$ cat config.mk
export PLATFORM = sky130hd
export DESIGN_NAME = req_arbiter_buffer_flat
export DESIGN_NICKNAME = d
export VERILOG_FILES = /design/src/rtl/req_arbiter_buffer_if.sv /design/src/rtl/req_arbiter_buffer.sv /design/src/flat_wrapper.sv
export SDC_FILE = /design/constraint.sdc
export NUM_CORES = 1
export LEC_CHECK = 0
export CAP_MARGIN = 25
export CORE_MARGIN = 2
export CORE_UTILIZATION = 49
export DETAILED_ROUTE_END_ITERATION = 10
export PLACE_DENSITY = 0.84
export SKIP_CTS_REPAIR_TIMING = 1
export SYNTH_ARGS = -nofsm -noshare
export SYNTH_HDL_FRONTEND = slang
export SYNTH_SLANG_ARGS = --single-unit
$ cat constraint.sdc
create_clock -name clk -period 1.9 [get_ports clk]
set_clock_uncertainty 0.1 [all_clocks]
set_input_delay 0.38 -clock clk [delete_from_list [all_inputs] [get_ports clk]]
set_output_delay 0.38 -clock clk [all_outputs]
set_load 0.05 [all_outputs]
$ cat src/rtl/req_arbiter_buffer_if.sv
`default_nettype none
// +--------------------------------------------------------------------------+
// | Module   : req_arbiter_buffer_if                                         |
// | Purpose  : Bundles the upstream per-channel four-phase handshake and the |
// |            shared downstream request/ack port of req_arbiter_buffer.     |
// | Ports    : ireq[NUM_CH]  upstream request levels                         |
// |            oack[NUM_CH]  upstream acknowledge levels                     |
// |            oreq, oreq_ch downstream request level and owning channel     |
// |            ack           downstream one-cycle acknowledge pulse          |
// |            busy, timeout status outputs                                  |
// |            modport slave  : arbiter side                                 |
// |            modport master : requester / downstream side                  |
// | Revision : 1.0  initial release                                          |
// +--------------------------------------------------------------------------+
interface req_arbiter_buffer_if #(
  parameter int NUM_CH = 4,
  parameter int CH_W   = $clog2(NUM_CH)
);
  logic [NUM_CH-1:0] ireq;
  logic [NUM_CH-1:0] oack;
  logic              oreq;
  logic [CH_W-1:0]   oreq_ch;
  logic              ack;
  logic              busy;
  logic              timeout;

  modport master (
    output ireq, ack,
    input  oack, oreq, oreq_ch, busy, timeout
  );

  modport slave (
    input  ireq, ack,
    output oack, oreq, oreq_ch, busy, timeout
  );
endinterface
`default_nettype wire

$ cat src/rtl/req_arbiter_buffer.sv
`default_nettype none
// +--------------------------------------------------------------------------+
// | Module   : req_arbiter_buffer                                            |
// | Purpose  : Serialises four-phase handshakes from NUM_CH requesters onto  |
// |            one downstream request/ack port with round-robin arbitration. |
// |            Each channel runs its own IDLE/PEND/ACTIVE/DONE state.        |
// | Ports    : clk   clock, rising-edge                                      |
// |            reset asynchronous active-high reset                          |
// |            bus   req_arbiter_buffer_if.slave (ireq/oack/oreq/oreq_ch/    |
// |                  ack/busy/timeout)                                       |
// | Options  : `define REQ_ARBITER_BUFFER_TIMEOUT_EN to abort a granted      |
// |            request after TIMEOUT unacknowledged ACTIVE cycles.           |
// | Revision : 1.0  initial release                                          |
// +--------------------------------------------------------------------------+
module req_arbiter_buffer #(
  parameter int NUM_CH  = 4,
  parameter int CH_W    = $clog2(NUM_CH),
  parameter int TIMEOUT = 255
) (
  input  wire                   clk,
  input  wire                   reset,
  req_arbiter_buffer_if.slave   bus
);

  localparam logic [1:0] c_idle   = 2'd0;
  localparam logic [1:0] c_pend   = 2'd1;
  localparam logic [1:0] c_active = 2'd2;
  localparam logic [1:0] c_done   = 2'd3;

  if (NUM_CH < 2 || NUM_CH > 16 || TIMEOUT < 1 || CH_W != $clog2(NUM_CH)) begin : g_bad_cfg
    $error("req_arbiter_buffer: illegal parameter set");
  end

  logic [NUM_CH-1:0] w_cand;
  logic [NUM_CH-1:0] w_active;
  logic [NUM_CH-1:0] w_done;
  logic [NUM_CH-1:0] w_busy;
  logic [NUM_CH-1:0] w_win;
  logic              w_active_any;
  logic              w_to_fire;
  logic              w_grant_vld;
  logic [CH_W-1:0]   w_grant_idx;
  logic [CH_W-1:0]   w_oreq_ch;
  logic [CH_W-1:0]   r_last_grant;

  assign w_active_any = |w_active;

  // Round-robin search starting one past the last grant. A grant is only
  // issued when nothing was ACTIVE at the start of the cycle, which also
  // forces one idle oreq cycle between consecutive grants.
  always_comb begin
    logic            found;
    logic [CH_W-1:0] idx;
    found       = 1'b0;
    idx         = '0;
    w_grant_idx = '0;
    for (int k = 1; k <= NUM_CH; k++) begin
      idx = CH_W'((int'(r_last_grant) + k) % NUM_CH);
      if (!found && w_cand[idx]) begin
        found       = 1'b1;
        w_grant_idx = idx;
      end
    end
    w_grant_vld = found && !w_active_any;
  end

  always_ff @(posedge clk or posedge reset) begin
    if (reset) begin
      r_last_grant <= CH_W'(NUM_CH - 1);
    end else if (w_grant_vld) begin
      r_last_grant <= w_grant_idx;
    end
  end

  for (genvar i = 0; i < NUM_CH; i++) begin : g_ch
    logic [1:0] r_state;

    assign w_win[i]    = w_grant_vld && (w_grant_idx == CH_W'(i));
    assign w_cand[i]   = bus.ireq[i] && ((r_state == c_idle) || (r_state == c_pend));
    assign w_active[i] = (r_state == c_active);
    assign w_done[i]   = (r_state == c_done);
    assign w_busy[i]   = (r_state != c_idle);

    always_ff @(posedge clk or posedge reset) begin
      if (reset) begin
        r_state <= c_idle;
      end else begin
        case (r_state)
          c_idle:   if (bus.ireq[i]) r_state <= w_win[i] ? c_active : c_pend;
          c_pend:   if (!bus.ireq[i]) r_state <= c_idle;
                    else if (w_win[i]) r_state <= c_active;
          // ireq is deliberately ignored while the request is downstream
          c_active: if (bus.ack || w_to_fire) r_state <= c_done;
          c_done:   if (!bus.ireq[i]) r_state <= c_idle;
          default:  r_state <= c_idle;
        endcase
      end
    end
  end

  // At most one channel is ACTIVE, so OR-ing indices yields the owner.
  always_comb begin
    w_oreq_ch = '0;
    for (int i = 0; i < NUM_CH; i++) begin
      if (w_active[i]) w_oreq_ch = w_oreq_ch | CH_W'(i);
    end
  end

`ifdef REQ_ARBITER_BUFFER_TIMEOUT_EN
  localparam int CNT_W = $clog2(TIMEOUT + 1);

  logic [CNT_W-1:0] r_to_cnt;
  logic             r_timeout;

  // Fires on the edge at which the count would reach TIMEOUT; a coincident
  // ack wins and is treated as a normal completion.
  assign w_to_fire = w_active_any && !bus.ack && (r_to_cnt == CNT_W'(TIMEOUT - 1));

  always_ff @(posedge clk or posedge reset) begin
    if (reset) begin
      r_to_cnt  <= '0;
      r_timeout <= 1'b0;
    end else begin
      r_timeout <= w_to_fire;
      if (w_grant_vld) begin
        r_to_cnt <= '0;
      end else if (w_active_any && !bus.ack) begin
        r_to_cnt <= r_to_cnt + 1'b1;
      end
    end
  end

  assign bus.timeout = r_timeout;
`else
  assign w_to_fire   = 1'b0;
  assign bus.timeout = 1'b0;
`endif

  assign bus.oreq    = w_active_any;
  assign bus.oreq_ch = w_oreq_ch;
  assign bus.oack    = w_done;
  assign bus.busy    = |w_busy;

endmodule
`default_nettype wire
$ cat src/flat_wrapper.sv
// flat-port wrapper written by rule: the top's interface ports become plain ports
module req_arbiter_buffer_flat 
#(
  parameter int NUM_CH  = 4,
  parameter int CH_W    = $clog2(NUM_CH),
  parameter int TIMEOUT = 255
)
  (clk, reset, bus_ireq, bus_ack, bus_oack, bus_oreq, bus_oreq_ch, bus_busy, bus_timeout);
  req_arbiter_buffer_if #(.NUM_CH(NUM_CH), .CH_W(CH_W)) bus_i ();
  input  wire clk;
  input  wire reset;
  input wire logic [$bits(bus_i.ireq)-1:0] bus_ireq;
  input wire logic [$bits(bus_i.ack)-1:0] bus_ack;
  output wire logic [$bits(bus_i.oack)-1:0] bus_oack;
  output wire logic [$bits(bus_i.oreq)-1:0] bus_oreq;
  output wire logic [$bits(bus_i.oreq_ch)-1:0] bus_oreq_ch;
  output wire logic [$bits(bus_i.busy)-1:0] bus_busy;
  output wire logic [$bits(bus_i.timeout)-1:0] bus_timeout;
  assign bus_i.ireq = bus_ireq;
  assign bus_i.ack = bus_ack;
  assign bus_oack = bus_i.oack;
  assign bus_oreq = bus_i.oreq;
  assign bus_oreq_ch = bus_i.oreq_ch;
  assign bus_busy = bus_i.busy;
  assign bus_timeout = bus_i.timeout;
  req_arbiter_buffer #(.NUM_CH(NUM_CH), .CH_W(CH_W), .TIMEOUT(TIMEOUT)) u_core (.clk(clk), .reset(reset), .bus(bus_i));
endmodule
==> flow_summary.json <==
{
  "regArea_um2": 256,
  "status": "complete, no violations",
  "multi_input_area_um2": 497,
  "gp_congestion": 0.886,
  "final_cell_area_mm2": 0.00114,
  "ys_types": 37,
  "overflow": 0,
  "fillers": 89,
  "period_share": 0.986,
  "cts.clk_slew.worst_paths_ns": 0.08,
  "vias": 726,
  "synth_ff_type": "dfrtp_1",
  "yosysWarnings": 0,
  "max_freq_ghz": 0.534,
  "ant_nets": 0,
  "critPathRequiredTime_ns": 1.42,
  "fp.coreArea_mm2": 0.00149,
  "dieHeight_um": 43.8,
  "avgSynthCellArea_um2": 9.93,
  "fin_util": 0.764,
  "end_kind": "primary output",
  "rows": 14,
  "cts-root-buf": "clkbuf_4",
  "grt_pass1_vias": 693,
  "max-cap-violations": 0,
  "die_width_um": 43.8,
  "ys_seq_area_frac": 0.326,
  "drc": 0,
  "insertedDiodeCount": 0,
  "power_density_mw_per_mm2": 2030,
  "io_pins": 16,
  "numCtsBuffers": 3,
  "hpwl_mm": 1.52,
  "post_drt_wl_per_cell_um": 17.4,
  "synth-edff-count": 0,
  "top_usage_layer": "met2",
  "avgViaCountPerCell": 5.95,
  "netlist_area_um2": 774,
  "drtIter0Drc": 14,
  "start_kind": "flip-flop",
  "crit_type": "flip-flop to primary output",
  "worstPathMaxFanout": 8,
  "synth-seq-cells": 10,
  "dieArea_mm2": 0.00191,
  "clk_latency_ns": 0.28,
  "hold_violations": 0,
  "tns_ns": 0,
  "grt_max_degree": 11,
  "rsz0062_at_grt": "yes",
  "synthCells": 78,
  "slew_violations": 0,
  "whs_ns": 0.278,
  "globalRouteMet3Util": 0.0292,
  "portBuffers": 14,
  "cts_buffer_depth": 2,
  "h-tree-depth": 1,
  "area_delta_synth_final_pct": 46.8,
  "cts.sink_count": 10,
  "holdCritPathClass": "primary input to async pin",
  "grt_usage": 0.240,
  "grt_util_met1": 0.336,
  "dr.pass1.iters": 4,
  "cts_tree": "yes",
  "period_minus_slack_ns": 1.87,
  "antenna_found_initial": 0,
  "use_met2": 0.379,
  "crit_arrival_ns": 1.39,
  "routed_wirelength_mm": 2.13,
  "p_leak_nw": 0.523,
  "finalSetupViolations": 0,
  "finalNetCount": 114,
  "syn_nets": 85,
  "async_flop_share": 1.00,
  "p_total_mw": 2.31,
  "vdd_ir_drop_max_mv": 1.43,
  "grt_pass1_wl_mm": 3.28,
  "dpl_cell_area_mm2": 0.00104,
  "start_util": 0.520,
  "drive_above_1_share": 0.396
}
## sequential cells by signal (all words and copies together), names as in the netlist
name	count
u_core.g_ch.r_state	8
u_core.r_last_grant	2
## power breakdown
| group | switching [mW] | total, mW | internal [mW] |
|---|---|---|---|
| clock | 0.0898 | 0.207 | 0.117 |
| sequential | 0.178 | 0.517 | 0.339 |
| combinational | 0.805 | 1.58 | 0.777 |
## cell usage in the layout, fill, tap and decap left out, drive strengths merged
master and n:
o21ai 4, nor4b 1, clkdlybuf4s50 3, a211oi 1
a31oi 2, nor3 1, conb 1, nor3b 2
a21oi 6, nand2 5, nor2b 3, a22o 2
buf 20, nor4 2, or2b 4, a41oi 1
nor2 2, dfrtp 8, and4bb 1, inv 6
o22ai 1, clkbuf 4, dfstp 2, nand3b 2
a311o 1, and2 4, nand2b 6, a32oi 1
o21bai 1, and3b 1, dlymetal6s2s 3, a32o 2
mux2i 2, o2111ai 1
## per-stage QoR
stage,setup WS (ns),instances
after detailed placement,-0.299,114
after global placement,-0.276,114
after floorplan,0.0929,78
after global routing,-0.00697,122
after CTS,-0.0658,118
final,0.0261,122
## kinds of logic (layout without fill, tap and decap cells)
| kind of cell | count (synthesis) | after routing | share of synthesized area |
|---|---|---|---|
| compound gates | 23 | 23 | 0.275 |
| buf+inv | 8 | 36 | 0.0533 |
| flops | 10 | 10 | 0.326 |
| mux | 2 | 2 | 0.0258 |
| other cells | 1 | 1 | 0.00484 |
| simple gates | 34 | 34 | 0.315 |
## cell type report
class | instances | area share
multi-input combinational | 60 | 0.437
sequential | 10 | 0.226
timing repair buffer | 26 | 0.268
inverter | 6 | 0.0198
tap | 16 | 0.0176
clock buffer | 4 | 0.0319
## worst paths after layout
check	startpoint	end	slack (ns)	cells past startpoint
setup / recovery	u_core.g_ch[3].r_state[1]	bus_oreq	0.03	3
hold / removal	reset	u_core.g_ch[3].r_state[0]	0.28	2
setup reg to reg	u_core.r_last_grant[0]	u_core.g_ch[3].r_state[1]	0.06	5
hold reg to reg	u_core.g_ch[1].r_state[0]	u_core.g_ch[1].r_state[1]	0.43	1
max in group asynchronous	reset	u_core.r_last_grant[0]	1.09	2
min in group clk	bus_ireq[1]	u_core.g_ch[1].r_state[1]	0.33	3
## synthesized netlist by cell type, drive strengths merged, types with 3 or more instances
cell type | number | share of area
a21oi | 6 | 0.039
and2 | 4 | 0.032
dfrtp | 8 | 0.26
inv | 6 | 0.029
nand2 | 5 | 0.024
nand2b | 6 | 0.068
nor2b | 3 | 0.034
o21ai | 4 | 0.031
or2b | 4 | 0.047
## routing by layer
metal	vias to the layer above	share of wire
met5	-	0
li1	344	-
met2	19	0.49
met1	358	0.46
met3	5	0.030
met4	0	0.017
## critical path: stages (launching register included)
cell and delay (ns):
dfrtp_2 0.46, or2b_4 0.25, o2111ai_4 0.19, buf_12 0.21
(Power assumes the default switching activity.)
